--- config.mk ---
export PLATFORM = sky130hd
export DESIGN_NAME = spi_master_ctrl
export DESIGN_NICKNAME = d
export VERILOG_FILES = /design/src/rtl/spi_ctrl_pkg.sv /design/src/rtl/spi_ctrl_shifter.sv /design/src/rtl/spi_master_ctrl.sv
export SDC_FILE = /design/constraint.sdc
export NUM_CORES = 1
export LEC_CHECK = 0
export CELL_PAD_IN_SITES_DETAIL_PLACEMENT = 1
export CELL_PAD_IN_SITES_GLOBAL_PLACEMENT = 1
export CORE_MARGIN = 10
export CORE_UTILIZATION = 38
export CTS_BUF_LIST = sky130_fd_sc_hd__clkbuf_8
export CTS_CLUSTER_DIAMETER = 30
export DETAILED_ROUTE_END_ITERATION = 12
export PLACE_DENSITY_LB_ADDON = 0.12
export SLEW_MARGIN = 15
export SYNTH_ARGS = -nofsm -noshare
export SYNTH_HDL_FRONTEND = slang
export SYNTH_HIERARCHICAL = 1
export SYNTH_SLANG_ARGS = --single-unit
--- constraint.sdc ---
create_clock -name clk -period 1.9 [get_ports clk]
set_input_delay 0.285 -clock clk [delete_from_list [all_inputs] [get_ports clk]]
set_output_delay 0.285 -clock clk [all_outputs]
set_load 0.02 [all_outputs]
--- src/rtl/spi_ctrl_pkg.sv ---
`default_nettype none
// ============================================================================
//  Module   : spi_ctrl_pkg
//  Purpose  : Shared types and constants for the SPI master controller:
//             RAM command opcodes, controller state encoding, frame sizes
//             and a helper that builds the 11-bit SPI frame.
//  Revision : 1.0 - initial release
// ============================================================================
package spi_ctrl_pkg;

    localparam int FRAME_LEN = 11;
    localparam int DATA_W    = 8;

    typedef enum logic [1:0] {
        WR_ADDR = 2'b00,
        WR_DATA = 2'b01,
        RD_ADDR = 2'b10,
        RD_DATA = 2'b11
    } spi_op_e;

    typedef enum logic [2:0] {
        IDLE    = 3'd0,
        SHIFT   = 3'd1,
        WAIT_RD = 3'd2,
        CAPTURE = 3'd3,
        END     = 3'd4
    } spi_ctrl_state_e;

    // Bit 10 repeats op[1]; the slave uses it to select its path before
    // it has seen the full opcode.
    function automatic logic [FRAME_LEN-1:0] build_frame(
        input spi_op_e                 op,
        input logic [DATA_W-1:0]       data
    );
        return {op[1], op, data};
    endfunction

endpackage
`default_nettype wire

--- src/rtl/spi_ctrl_shifter.sv ---
`default_nettype none
// ============================================================================
//  Module   : spi_ctrl_shifter
//  Purpose  : Datapath for the SPI master controller.
//             - 11-bit shift-out register. Bit 10 of the frame is driven
//               directly by the controller at accept time. The register
//               therefore loads the frame pre-shifted by one, and
//               o_tx_bit always presents the next bit to drive.
//             - 8-bit MSB-first shift-in register. o_rx_next is the value
//               after the current sample, so the controller can register
//               the final byte on the same edge as the last sample.
//             - 4-bit down-counter shared by SHIFT, WAIT_RD and CAPTURE.
//  Ports    : clk, rst        clock / synchronous active-high reset
//             i_load, i_frame load a new frame
//             i_shift         advance the shift-out register
//             i_sample        shift i_miso into the shift-in register
//             i_cnt_load/val  load the bit counter
//             i_cnt_dec       decrement the bit counter
//             o_tx_bit        next MOSI bit
//             o_rx_next       shift-in value including current i_miso
//             o_cnt           current bit counter value
//  Revision : 1.0 - initial release
// ============================================================================
module spi_ctrl_shifter
    import spi_ctrl_pkg::*;
(
    input  logic                 clk,
    input  logic                 rst,
    input  logic                 i_load,
    input  logic [FRAME_LEN-1:0] i_frame,
    input  logic                 i_shift,
    input  logic                 i_sample,
    input  logic                 i_miso,
    input  logic                 i_cnt_load,
    input  logic [3:0]           i_cnt_val,
    input  logic                 i_cnt_dec,
    output logic                 o_tx_bit,
    output logic [DATA_W-1:0]    o_rx_next,
    output logic [3:0]           o_cnt
);

    logic [FRAME_LEN-1:0] r_tx;
    logic [DATA_W-1:0]    r_rx;
    logic [3:0]           r_cnt;

    always_ff @(posedge clk) begin
        if (rst) begin
            r_tx  <= '0;
            r_rx  <= '0;
            r_cnt <= '0;
        end else begin
            if (i_load) begin
                r_tx <= {i_frame[FRAME_LEN-2:0], 1'b0};
            end else if (i_shift) begin
                r_tx <= {r_tx[FRAME_LEN-2:0], 1'b0};
            end

            if (i_sample) begin
                r_rx <= o_rx_next;
            end

            if (i_cnt_load) begin
                r_cnt <= i_cnt_val;
            end else if (i_cnt_dec) begin
                r_cnt <= r_cnt - 4'd1;
            end
        end
    end

    assign o_tx_bit  = r_tx[FRAME_LEN-1];
    assign o_rx_next = {r_rx[DATA_W-2:0], i_miso};
    assign o_cnt     = r_cnt;

endmodule
`default_nettype wire

--- src/rtl/spi_master_ctrl.sv ---
`default_nettype none
// ============================================================================
//  Module   : spi_master_ctrl
//  Purpose  : Host-side sequencer for the SPI slave + RAM wrapper. Accepts
//             one-word RAM commands on a valid/ready port, sends each as an
//             11-bit MSB-first frame on SS_n/MOSI, and for read-data
//             captures the returned byte from MISO.
//  Macro    : SPI_CTRL_ORDER_CHECK_EN - when defined, the controller rejects
//             out-of-order write-data/read-data requests with a one-cycle
//             err pulse. When undefined, err is always 0.
//  Params   : MISO_DELAY - cycles between the last MOSI bit of a read-data
//             frame and the first MISO sample (1..15)
//  Ports    : clk, rst                    clock / sync active-high reset
//             req_valid/ready/op/data     command request handshake
//             rsp_valid, rsp_data         read-data response (1-cycle pulse)
//             err                         request rejected (1-cycle pulse)
//             busy                        controller not in IDLE
//             SS_n, MOSI, MISO            SPI pins
//  Revision : 1.0 - initial release
// ============================================================================
module spi_master_ctrl
    import spi_ctrl_pkg::*;
#(
    parameter int MISO_DELAY = 2
)(
    input  logic              clk,
    input  logic              rst,
    input  logic              req_valid,
    output logic              req_ready,
    input  logic [1:0]        req_op,
    input  logic [DATA_W-1:0] req_data,
    output logic              rsp_valid,
    output logic [DATA_W-1:0] rsp_data,
    output logic              err,
    output logic              busy,
    output logic              SS_n,
    output logic              MOSI,
    input  logic              MISO
);

    localparam logic [3:0] c_CNT_FRAME = 4'(FRAME_LEN - 1);
    localparam logic [3:0] c_CNT_WAIT  = 4'(MISO_DELAY - 1);
    localparam logic [3:0] c_CNT_BYTE  = 4'(DATA_W - 1);

    spi_ctrl_state_e   r_state;
    spi_op_e           r_op;
    logic              r_ss_n;
    logic              r_mosi;
    logic              r_rsp_valid;
    logic [DATA_W-1:0] r_rsp_data;
    logic              r_err;

    logic                 w_accept;
    logic                 w_reject;
    logic                 w_start;
    logic [FRAME_LEN-1:0] w_frame;
    logic                 w_cnt_zero;
    logic                 w_shift;
    logic                 w_sample;
    logic                 w_cnt_load;
    logic [3:0]           w_cnt_val;
    logic                 w_cnt_dec;
    logic                 w_tx_bit;
    logic [DATA_W-1:0]    w_rx_next;
    logic [3:0]           w_cnt;

    assign w_accept = req_valid && (r_state == IDLE);
    assign w_frame  = build_frame(spi_op_e'(req_op), req_data);
    assign w_start  = w_accept && !w_reject;

`ifdef SPI_CTRL_ORDER_CHECK_EN
    spi_op_e r_last_op;

    always_comb begin
        w_reject = 1'b0;
        if (spi_op_e'(req_op) == WR_DATA) begin
            w_reject = (r_last_op != WR_ADDR) && (r_last_op != WR_DATA);
        end else if (spi_op_e'(req_op) == RD_DATA) begin
            w_reject = (r_last_op != RD_ADDR);
        end
    end

    // Only frames that are actually sent update the history.
    always_ff @(posedge clk) begin
        if (rst) begin
            r_last_op <= WR_ADDR;
        end else if (w_start) begin
            r_last_op <= spi_op_e'(req_op);
        end
    end
`else
    assign w_reject = 1'b0;
`endif

    // Shifter control. The counter is reloaded on every phase change and
    // counts down to zero within each phase.
    assign w_cnt_zero = (w_cnt == 4'd0);

    always_comb begin
        w_shift    = 1'b0;
        w_sample   = 1'b0;
        w_cnt_load = 1'b0;
        w_cnt_val  = c_CNT_FRAME;
        w_cnt_dec  = 1'b0;
        case (r_state)
            IDLE: begin
                w_cnt_load = w_start;
                w_cnt_val  = c_CNT_FRAME;
            end
            SHIFT: begin
                w_shift    = !w_cnt_zero;
                w_cnt_dec  = !w_cnt_zero;
                w_cnt_load = w_cnt_zero && (r_op == RD_DATA);
                w_cnt_val  = c_CNT_WAIT;
            end
            WAIT_RD: begin
                w_cnt_dec  = !w_cnt_zero;
                w_cnt_load = w_cnt_zero;
                w_cnt_val  = c_CNT_BYTE;
            end
            CAPTURE: begin
                w_sample  = 1'b1;
                w_cnt_dec = !w_cnt_zero;
            end
            default: begin
                w_shift = 1'b0;
            end
        endcase
    end

    spi_ctrl_shifter u_shifter (
        .clk        (clk),
        .rst        (rst),
        .i_load     (w_start),
        .i_frame    (w_frame),
        .i_shift    (w_shift),
        .i_sample   (w_sample),
        .i_miso     (MISO),
        .i_cnt_load (w_cnt_load),
        .i_cnt_val  (w_cnt_val),
        .i_cnt_dec  (w_cnt_dec),
        .o_tx_bit   (w_tx_bit),
        .o_rx_next  (w_rx_next),
        .o_cnt      (w_cnt)
    );

    always_ff @(posedge clk) begin
        if (rst) begin
            r_state     <= IDLE;
            r_op        <= WR_ADDR;
            r_ss_n      <= 1'b1;
            r_mosi      <= 1'b0;
            r_rsp_valid <= 1'b0;
            r_rsp_data  <= '0;
            r_err       <= 1'b0;
        end else begin
            r_rsp_valid <= 1'b0;
            r_err       <= 1'b0;
            case (r_state)
                IDLE: begin
                    if (w_accept) begin
                        if (w_reject) begin
                            r_err <= 1'b1;
                        end else begin
                            r_op    <= spi_op_e'(req_op);
                            r_state <= SHIFT;
                            r_ss_n  <= 1'b0;
                            r_mosi  <= w_frame[FRAME_LEN-1];
                        end
                    end
                end
                SHIFT: begin
                    if (w_cnt_zero) begin
                        r_mosi <= 1'b0;
                        if (r_op == RD_DATA) begin
                            r_state <= WAIT_RD;
                        end else begin
                            r_state <= END;
                            r_ss_n  <= 1'b1;
                        end
                    end else begin
                        r_mosi <= w_tx_bit;
                    end
                end
                WAIT_RD: begin
                    if (w_cnt_zero) begin
                        r_state <= CAPTURE;
                    end
                end
                CAPTURE: begin
                    // Last sample: register the complete byte with it.
                    if (w_cnt_zero) begin
                        r_state     <= END;
                        r_ss_n      <= 1'b1;
                        r_rsp_valid <= 1'b1;
                        r_rsp_data  <= w_rx_next;
                    end
                end
                END: begin
                    r_state <= IDLE;
                end
                default: begin
                    r_state <= IDLE;
                    r_ss_n  <= 1'b1;
                    r_mosi  <= 1'b0;
                end
            endcase
        end
    end

    assign req_ready = (r_state == IDLE);
    assign busy      = (r_state != IDLE);
    assign SS_n      = r_ss_n;
    assign MOSI      = r_mosi;
    assign rsp_valid = r_rsp_valid;
    assign rsp_data  = r_rsp_data;
    assign err       = r_err;

endmodule
`default_nettype wire

# After elaboration in Yosys (flattened, before gate mapping)
# Index checks and enable logic that the tools add are counted.
totals:
  output_inout_bits: 14
  register_bits: 37
  elab_cells: 64
  input_bits: 14
op_classes:
  eq_ne: 10
  n_mux: 24
  n_reduce_logical: 17
  n_bitwise: 3
  add_sub_neg: 1
op_table:
  columns: ["cell", "n"]
  rows:
  - ["$mux 11", 2]
  - ["$mux 3", 5]
  - ["$pmux 3 s4", 1]
  - ["$mux 1", 10]
  - ["$mux 4", 2]
  - ["$ne 2x2->1 const B", 4]
  - ["$pmux 4 s2", 1]
  - ["$eq 3x2->1 const B", 2]
  - ["$pmux 1 s3", 2]
  - ["$reduce_and 2->1", 3]
  - ["$reduce_or 3->1", 2]
  - ["$reduce_and 5->1", 1]
  - ["$logic_not 4->1", 1]
  - ["$pmux 1 s4", 1]
  - ["$reduce_and 4->1", 1]
  - ["$reduce_bool 2->1", 2]
  - ["$reduce_or 2->1", 2]
  - ["$sub 4x1->4 const B", 1]
  - ["$eq 3x1->1 const B", 1]
  - ["$eq 3x3->1 const B", 1]
  - ["$logic_not 3->1", 1]
  - ["$not 1->1", 3]
  - ["$reduce_bool 3->1", 1]
  - ["$eq 2x2->1 const B", 1]
  - ["3 further kinds", 4]

# Depth between registers and ports, before layout
logic_depth:
  depth_word: 5
  ltp_mapped: 8
  depth_no_buf: 6

# Hierarchy
# The synthesis kept the hierarchy.
by_module_without_submodules:
  columns: ["mod", "seq_area_each_um2", "area_per_inst_um2", "instances", "cells_each"]
  rows:
  - ["spi_ctrl_shifter", 420.4, 940.9, 1, 92]
  - ["spi_master_ctrl", 320.3, 764.5, 1, 85]

# Least setup slack after synthesis
# No wires, ideal clock.
synth_path:
  path_type: "reg2reg"
  from: "reg u_shifter.r_cnt[1] (netlist: u_shifter/o_cnt[1])"
  to: "reg u_shifter.r_cnt[0] (netlist: u_shifter/o_cnt[0])"
  stages_incl_launch_ff: 8
  setup_time_ns: 0.128
  synth_period_minus_slack_ns: 1.798
  path_slack_ns: 0.102
  n_path_buf: 1
  t_arrival_ns: 1.671
  required_time_ns: 1.772
  path_cell_list: "dfxtp_1 nor4_4 mux2i_1 or2_1 a21oi_1 clkbuf_1 mux2i_1 nor2_1"
synth_between:
  elab_chain_len: 4
  elab_cells_between_ends: 7
  cone_classes: "mux: 3; reduce/logical: 4"
synth_rtl:
  columns: ["item", "line", "text"]
  rows:
  - ["from (decl)", "spi_ctrl_shifter.sv:44", "logic [3:0] r_cnt;"]
  - ["from (signal assigned)", "spi_ctrl_shifter.sv:63", "r_cnt <= i_cnt_val;"]
  - ["from (signal assigned)", "spi_ctrl_shifter.sv:65", "r_cnt <= r_cnt - 4'd1;"]
  - ["$logic_not 4->1 *", "spi_master_ctrl.sv:97", "assign w_cnt_zero = (w_cnt == 4'd0);"]
  - ["$logic_and 1x1->1", "spi_master_ctrl.sv:113", "w_cnt_load = w_cnt_zero && (r_op == RD_DATA);"]
  - ["$pmux 1 s3 *", "spi_master_ctrl.sv:105", "case (r_state)"]
  - ["via w_cnt_load", "spi_master_ctrl.sv:60", "logic w_cnt_load;"]
  - ["$mux 4 or $reduce_bool 2->1 (tied branches)", null, null]
# The timed path passes the listed nets; every way through them passes the cells marked *.
# A chain may end at the register's enable or synchronous reset.

# Worst setup path after layout
layout_path:
  from: "reg r_state[1]"
  to: "out busy"
layout_between:
  elab_chain_len: 1
layout_rtl:
  columns: ["item", "line", "text"]
  rows:
  - ["from (decl)", "spi_master_ctrl.sv:45", "spi_ctrl_state_e r_state;"]
  - ["from (signal assigned)", "spi_master_ctrl.sv:149", "r_state <= IDLE;"]
  - ["from (signal assigned)", "spi_master_ctrl.sv:166", "r_state <= SHIFT;"]
  - ["from (signal assigned)", "spi_master_ctrl.sv:176", "r_state <= WAIT_RD;"]
  - ["$reduce_bool 3->1", "spi_master_ctrl.sv:212", "assign busy = (r_state != IDLE);"]
  - ["to (decl)", "spi_master_ctrl.sv:35", "output logic busy,"]
# No other way between the ends.

==> summary.txt <==
Outcome
  – Result of the run: completed

STA
  – RSZ-0062 raised after global routing: false
  – Final hold viol count: 0
  – Max frequency: around 550 MHz
  – Post-layout minimum cycle time: roughly 1800 ps
  – Slew Viols, Final: 0
  – Period utilization: 0.9519
  – TNS Setup: 0 ps
  – Final setup fails: 0
  – Skew final: about 12 ps

Global routing
  – M2 GR Usage: 0.1992
  – Largest net degree at the start of global routing: 23
  – GRT Total Usage: 0.1146
  – Global routing met3 resource utilization: 0.04869
  – Vias in the first global route: between 1500 and 2000
  – Initial antenna violation count: 0
  – First-pass GRT wire length: roughly 7000 um
  – Remaining global-route overflow: 0
  – Top Usage Layer GRT: met2
  – M1 GR Usage: 0.1181

Pwr
  – Peak VDD IR: between 0.5 and 0.6 mV
  – Leak: about 0.86 nW
  – Combinational Power Share: 0.207
  – Switching share of power: 0.2739
  – Clock power frac: 0.355
  – Tot Pwr: between 1.5 and 2 mW
  – P per Cell Area: 903.9 nW/um^2
  – NetSw: approximately 0.54 mW
  – Pint: around 1.4 mW
  – Seq pwr share: 0.438

Routing
  – DR WL/cell: around 15 um
  – Antenna Nets Post-Route: 0
  – DR DRC count: 0
  – Drt first pass iters: 2
  – Drt total wl: ~4000 um
  – Routed vias/inst: 5.091
  – DRT iter0 DRCs: 43
  – Vias: approximately 1300

Critical path
  – Critical path's slowest cell: clkdlybuf4s50_1
  – Crit Path Category: flop to output pin
  – Crit path max-delay family: buffers and inverters
  – CP endpoint kind: output pin
  – CP Launch Type: flop
  – Crit-path max FO: 5
  – Critical path data arrival time: ~1500 ps
  – Slowest stage delay, CP: about 550 ps
  – CP Cell Sequence: nor3_2 > inv_1 > clkdlybuf4s50_1
  – Crit path required time: roughly 1600 ps
  – Worst path buffer plus inverter count: 2

Logic synthesis
  – YS warnings: 6
  – Syn_nets: 192
  – Xor/xnor share of the synthesized area: 0.01541
  – Synth area leaders: dfxtp_1 (43%), mux2i_1 (17%), nor2_1 (7.7%)
  – Synth Area in Simple Gates: 0.2054
  – Yosys top cell by area: dfxtp_1
  – Compound-Gate Fraction of Synth Area: 0.04255
  – Largest family of logic cells by synthesized area: multiplexers
  – Netlist cell types: 35
  – Synthesized area: ~1700 um^2
  – Avg Inst Size Synth: approximately 9.6 um^2
  – Post-Synth Adder-Cell Area: 0.007337
  – Area share of the largest cell type after synthesis: 0.4343
  – Part of the Yosys area used for sequential elements: 0.4343
  – Syn Inst Count: roughly 180
  – Mux cell area share after synthesis: 0.2296
  – FF+latch count, synth: 37

Final layout
  – P&R area growth vs syn: 27.22%
  – Layout cells sized above 1: 0.1792
  – Layout Nets: roughly 230
  – Most common cell after layout, fill and taps aside: dfxtp_1
  – Ant. Diodes: 0
  – Most frequent cells in the layout: dfxtp_1 (37), nor2_1 (35), mux2i_1 (29)

Run
  – Count of maximum capacitance violations: 0

Clock network
  – # Post-CTS Setup Buffers: 0
  – Root buffer cell: clkbuf_8
  – Worst skew pair latency: 300 ps
  – TritonCTS clock tree: built
  – Num CTS Buffers: 5
  – H-Tree Depth: 2
  – Clock tree buffer depth: 2
  – Sink Count: 37
  – Clk slew on worst S/H paths: 80 ps

Floorplan
  – Core Region: between 4000 and 5000 um^2
  – Die width: a little under 90 um
  – DIE HEIGHT: around 87 um
  – # IOs: 28
  – Row Count: 24
  – Die ar.: roughly 7600 um^2
  – Initial Utilization: 0.3917

Place
  – Final GP Congestion: 0.7442
  – Post-DP HPWL: about 3000 um
  – Number of port buffers: 26

Worst hold path
  – Hold Crit Class: flop to flop
[Yosys cell counts]
master    number
or3b_1         1
nand2b_1       4
clkbuf_1       5
buf_6          1
conb_1         1
nor3_2         1
a21oi_1        8
or3_1          1
a211o_2        1
dfxtp_1       37
nor4_1         1
nand4b_1       1
nor2_1        35
mux2i_1       29
nor4b_4        1
nand2_1        6
nor2b_1        3
nor3_1         4
nand3_1        2
nor3b_1        1
a21boi_1       1
buf_2          4
or2_1          1
inv_1          6
and2_4         1
buf_4          2
o21a_1         2
xnor2_1        1
and3b_1        1
or2_2          1
ha_1           1
xor2_1         2
mux2_2         9
nor4_4         1
buf_12         1
[worst paths after layout]
check	from	to	slack [ps]	cells after the start
min	r_op[1]	r_op[1]	500	2
max	r_state[1]	busy	90	3
min reg2reg	r_op[1]	r_op[1]	500	2
max reg2reg	u_shifter/o_cnt[1]	u_shifter/o_cnt[0]	140	7
[cells by family (layout without fill, tap and decap cells)]
logic type | count (synthesis) | after routing
AND/OR/NAND/NOR | 66 | 66
multiplexers | 38 | 38
flip-flops | 37 | 37
buffers and inverters | 19 | 54
AO/OA/AOI/OAI | 12 | 12
XOR/XNOR | 3 | 3
adder cells (fa/ha/maj) | 1 | 1
other | 1 | 1
[stage by stage]
step                      worst slack, ps  utilization  hold WS, ps  cells  area, um^2
after floorplan                     101.7            -        356.6    177        1705
after global placement              147.8       0.4710        475.1    256        2051
after detailed placement            80.54       0.4710        486.7    256        2051
after CTS                           54.16       0.4983        503.3    264        2170
after global routing                13.57       0.4983        538.2    264        2170
final                               91.32       0.4983        496.5    264        2170
[cell type report]
| class | count | area (um^2) |
|---|---|---|
| clock buffer | 5 | 68.82 |
| clock inverter | 3 | 46.29 |
| fill | 477 | 2185 |
| inverter | 6 | 22.52 |
| multi-input combinational | 121 | 862.1 |
| sequential | 37 | 740.7 |
| tap | 52 | 65.06 |
| timing repair buffer | 40 | 364.1 |
[tightest hold or removal path, cell delays in order (launching register included)]
cell	delay [ps]
dfxtp_1	330
mux2i_1	60
nor2_1	70
[power groups by stage]
stage / Clock [mW] / Combinational [mW] / Sequential (mW)
2_1_floorplan: 0 / 0.251 / 0.879
3_3_place_gp: 0 / 0.389 / 0.872
3_5_place_dp: 0 / 0.409 / 0.878
4_1_cts: 0.717 / 0.410 / 0.860
5_1_grt: 0.746 / 0.445 / 0.866
6_report: 0.697 / 0.405 / 0.859
[sequential cells by signal (all words and copies together) (netlist names)]
register / count
rsp_valid: 1
r_state: 3
r_op: 2
u_shifter/r_tx: 10
MOSI: 1
rsp_data: 8
u_shifter/r_rx: 7
SS_n: 1
u_shifter/o_cnt: 4
[routing by layer]
layer / share of wire / vias to the layer above / routed length (um)
met3: 0.052 / 9 / 210
met2: 0.51 / 18 / 2061
met1: 0.42 / 658 / 1701
li1: - / 659 / -
met5: 0 / - / 0
met4: 0.018 / 0 / 73
[what timing repair did]
item                                    CTS  global route
resized for setup                         2             0
endpoints found under the setup margin    2             0
hold buffers                              0             0
No activity file was read; power rests on OpenSTA's default activity.
